--- src/rtl/operand_entry_sequencer.sv ---
// Collects two 2*SW_WIDTH-bit operands from a switch bank, half by half, and
// offers the completed pair to the FPMAC with a valid/ready handshake.
module operand_entry_sequencer #(
  parameter int SW_WIDTH = 16
) (
  input  logic                  clock,
  input  logic                  reset,
  input  logic                  pushButtonValid,
  input  logic                  clearButtonValid,
  input  logic [SW_WIDTH-1:0]   switches,
  output logic [2*SW_WIDTH-1:0] opA,
  output logic [2*SW_WIDTH-1:0] opB,
  output logic                  opValid,
  input  logic                  opReady,
  output logic [2:0]            stage,
  output logic                  busy
);

  // state  | meaning
  // A_LO   | waiting for low half of operand A
  // A_HI   | waiting for high half of operand A
  // B_LO   | waiting for low half of operand B
  // B_HI   | waiting for high half of operand B
  // SEND   | pair offered to FPMAC, waiting for opReady
  typedef enum logic [2:0] {
    A_LO = 3'd0,
    A_HI = 3'd1,
    B_LO = 3'd2,
    B_HI = 3'd3,
    SEND = 3'd4
  } state_t;

  state_t                state_q, state_d;
  logic [2*SW_WIDTH-1:0] op_a_q, op_a_d;
  logic [2*SW_WIDTH-1:0] op_b_q, op_b_d;
  logic                  op_valid_q, op_valid_d;
  logic                  busy_q, busy_d;

  always_comb begin
    state_d    = state_q;
    op_a_d     = op_a_q;
    op_b_d     = op_b_q;
    op_valid_d = op_valid_q;

    // Clear beats everything, including a capture or handshake in the same cycle.
    if (clearButtonValid) begin
      state_d    = A_LO;
      op_a_d     = '0;
      op_b_d     = '0;
      op_valid_d = 1'b0;
    end else begin
      case (state_q)
        A_LO: if (pushButtonValid) begin
          op_a_d[SW_WIDTH-1:0] = switches;
          state_d              = A_HI;
        end
        A_HI: if (pushButtonValid) begin
          op_a_d[2*SW_WIDTH-1:SW_WIDTH] = switches;
          state_d                       = B_LO;
        end
        B_LO: if (pushButtonValid) begin
          op_b_d[SW_WIDTH-1:0] = switches;
          state_d              = B_HI;
        end
        B_HI: if (pushButtonValid) begin
          op_b_d[2*SW_WIDTH-1:SW_WIDTH] = switches;
          state_d                       = SEND;
          op_valid_d                    = 1'b1;
        end
        SEND: if (op_valid_q && opReady) begin
          state_d    = A_LO;
          op_valid_d = 1'b0;
        end
        default: begin
          state_d    = A_LO;
          op_valid_d = 1'b0;
        end
      endcase
    end

    busy_d = (state_d != A_LO) || op_valid_d;
  end

  always_ff @(posedge clock) begin
    if (!reset) begin
      state_q    <= A_LO;
      op_a_q     <= '0;
      op_b_q     <= '0;
      op_valid_q <= 1'b0;
      busy_q     <= 1'b0;
    end else begin
      state_q    <= state_d;
      op_a_q     <= op_a_d;
      op_b_q     <= op_b_d;
      op_valid_q <= op_valid_d;
      busy_q     <= busy_d;
    end
  end

  assign opA     = op_a_q;
  assign opB     = op_b_q;
  assign opValid = op_valid_q;
  assign stage   = state_q;
  assign busy    = busy_q;

endmodule

--- config.mk ---
export PLATFORM = sky130hd
export DESIGN_NAME = operand_entry_sequencer
export DESIGN_NICKNAME = d
export VERILOG_FILES = /design/src/rtl/operand_entry_sequencer.sv
export SDC_FILE = /design/constraint.sdc
export NUM_CORES = 1
export LEC_CHECK = 0
export BUFFER_PORTS_ARGS = -buffer_cell sky130_fd_sc_hd__buf_2
export CAP_MARGIN = 15
export CORE_MARGIN = 2
export CORE_UTILIZATION = 35
export CTS_BUF_LIST = sky130_fd_sc_hd__clkbuf_4 sky130_fd_sc_hd__clkbuf_8 sky130_fd_sc_hd__clkbuf_16
export DETAILED_ROUTE_END_ITERATION = 7
export GPL_TIMING_DRIVEN = 0
export PLACE_DENSITY_LB_ADDON = 0.12
export SLEW_MARGIN = 40
export SYNTH_ARGS = -nofsm -noshare
export SYNTH_HDL_FRONTEND = slang
export SYNTH_SLANG_ARGS = --single-unit
--- constraint.sdc ---
create_clock -name clock -period 1.65 [get_ports clock]
set_input_delay 0.165 -clock clock [delete_from_list [all_inputs] [get_ports clock]]
set_output_delay 0.165 -clock clock [all_outputs]
set_load 0.02 [all_outputs]
==> results.json <==
{
  "status": "complete, no violations",
  "gr-total-overflow": 0,
  "yosysWarnings": 0,
  "critPathRequiredTime_ns": 1.88,
  "fillers": 695,
  "synth_cells": 259,
  "max_freq_ghz": 0.6430,
  "wl_per_cell_um": 16.07,
  "antenna_cells": 0,
  "crit_buf_inv": 2,
  "rsz0062_at_grt": "false",
  "core_area_um2": 6756,
  "whs_ns": 0.1136,
  "cts.sinks": 69,
  "portBuffers": 88,
  "final_common_cell": "buf_2",
  "crit_family": "simple AND/OR/NAND/NOR gates",
  "holdBufCountCts": 0,
  "path_max_fanout": 10,
  "skew_ns": 0.004921,
  "die-area_um2": 7666,
  "ctsLongestPathBuffers": 2,
  "grt_max_degree": 13,
  "yosysSeqAreaShare_pct": 56.53,
  "leakagePower_uw": 0.001417,
  "irDropWorstVdd_v": 0.0004080,
  "syn_area_um2": 2444,
  "drt_iter0_drc": 73,
  "cts_tree": "done",
  "slew_headroom_pct": 61.29,
  "nets": 379,
  "end_kind": "flop",
  "cp_slowest_cell": "or4b_1",
  "ctsRootBufferMaster": "clkbuf_8",
  "ioPinCount": 90,
  "drive_gt1_share_pct": 38.02,
  "worstMarginPinSlew_ns": 0.5806,
  "critPathLaunchType": "flop",
  "cts_setup_buffers": 0,
  "hold_viol_final": 0,
  "die_h_um": 87.56,
  "first_pass_iters": 4,
  "slowest_delay_ns": 0.58,
  "clk_pin_slew_ns": 0.07,
  "insertion_delay_ns": 0.34,
  "die_w_um": 87.56,
  "finalSetupTns_ns": 0,
  "synthesis.nets": 280,
  "synth.avg_cell_area_um2": 9.435,
  "setup_violations": 0,
  "layout_min_cycle_time_ns": 1.555,
  "drc_errors": 0,
  "via_per_inst": 5.120,
  "via_count": 2268,
  "final_cell_mix": "buf_2, dfxtp_1, nand3_1, o21ai_0, nand2_1",
  "hold_class": "in -> reg",
  "grt_pass1_wl_um": 10740,
  "ant_nets": 0,
  "cts_resized": 0,
  "synth_cell_types": 24,
  "dp_hpwl_um": 5077,
  "placementRows": 30,
  "antenna_found_initial": 0,
  "numCtsBuffers": 9,
  "critPathKind": "reg -> reg",
  "slew_viol_final": 0,
  "initial_utilization_pct": 36.17,
  "routed_wl_um": 7119,
  "cp_data_arrival_time_ns": 1.79,
  "power_density_nw_per_um2": 1119,
  "cap_viol_max_count": 0,
  "track_usage_pct": 19.00,
  "post-route-period-util_pct": 94.25,
  "ys_ff_latch": 69,
  "h-tree-depth": 3,
  "area_delta_synth_final_pct": 32.41,
  "grt_pass1_vias": 2082,
  "routabilityCongestion": 0.7776,
  "crit_chain": "or4b_1 -> buf_2 -> buf_6 -> nand3_1 -> o21ai_2"
}
==> synthesized netlist by cell type, drive strengths merged <==
library cell | number | area, um^2
a21oi | 1 | 5.000
a221oi | 2 | 17.52
buf | 15 | 92.58
clkbuf | 10 | 37.54
dfxtp | 69 | 1381
inv | 1 | 3.750
nand2 | 19 | 71.32
nand2b | 2 | 12.51
nand3 | 64 | 345.3
nand4b | 1 | 8.760
nand4bb | 2 | 22.52
nor2b | 1 | 6.260
nor3 | 2 | 10.01
o21ai | 64 | 380.4
o41ai | 1 | 8.760
or2 | 1 | 6.260
or3 | 1 | 6.260
or4b | 1 | 10.01
xnor2 | 1 | 8.760
xor2 | 1 | 8.760
==> path summary, 6_finish.rpt <==
kind	end	start	cells after the start	slack, ns
max reg2reg	opA[2]	stage[1]	5	0.09
min reg2reg	opA[15]	opA[15]	2	0.46
max	opA[2]	stage[1]	5	0.09
min	opValid	opReady	3	0.11
==> cell families after synthesis <==
kind of cell	Yosys count	share of synthesized area, %
and+or+nand+nor	94	20.43
xor gates and xnor gates	2	0.7170
buffers and inverters	26	5.478
DFF	69	56.53
AOI/OAI and AO/OA	68	16.85
==> sequential cells by signal (all words and copies together), names as in the netlist <==
register / count
busy: 1
opB: 32
opA: 32
stage: 3
opValid: 1
==> per-layer routing <==
| layer | global-route usage (%) | vias to the layer above | wire length (um) |
|---|---|---|---|
| li1 | - | 1120 | - |
| met1 | 25.66 | 1066 | 3379 |
| met2 | 27.07 | 69 | 3198 |
| met3 | 4.524 | 13 | 392 |
| met4 | 12.31 | 0 | 149 |
| met5 | 0 | - | 0 |
==> metrics by stage <==
stage | utilization (%) | setup slack [ns] | total power [uW] | cells | cell area [um^2]
global route | 47.89 | 0.001182 | 3756 | 443 | 3236
CTS | 47.83 | 0.06029 | 3656 | 443 | 3232
finish | 47.89 | 0.09488 | 3622 | 443 | 3236
floorplan | - | 0.1522 | 1878 | 259 | 2444
global placement | 44.17 | 0.1059 | 1965 | 427 | 2984
detailed placement | 44.17 | 0.07818 | 1967 | 427 | 2984
==> cell type report <==
cell class,instances,area [um^2],area share [%]
flip-flops and latches,69,1381,42.69
multi-input cells,164,928.4,28.69
repair buffers,88,440.4,13.61
clock buffers,10,137.6,4.254
plain buffers,25,133.9,4.138
clock inverters,6,110.1,3.403
well taps,80,100.1,3.094
inverters,1,3.754,0.1160
==> worst reg2reg max path, cell delays in order, from the launching register on <==
cell and delay (ns):
dfxtp_1 0.38, or4b_1 0.58, buf_2 0.19, buf_6 0.15, nand3_1 0.09, o21ai_2 0.06
==> where the power goes <==
group	internal (uW)	switching (uW)	total, uW
Sequential	1680	11.6	1700
Combinational	74.0	157	231
Clock	1040	652	1690
No activity file was read; power rests on OpenSTA's default activity.
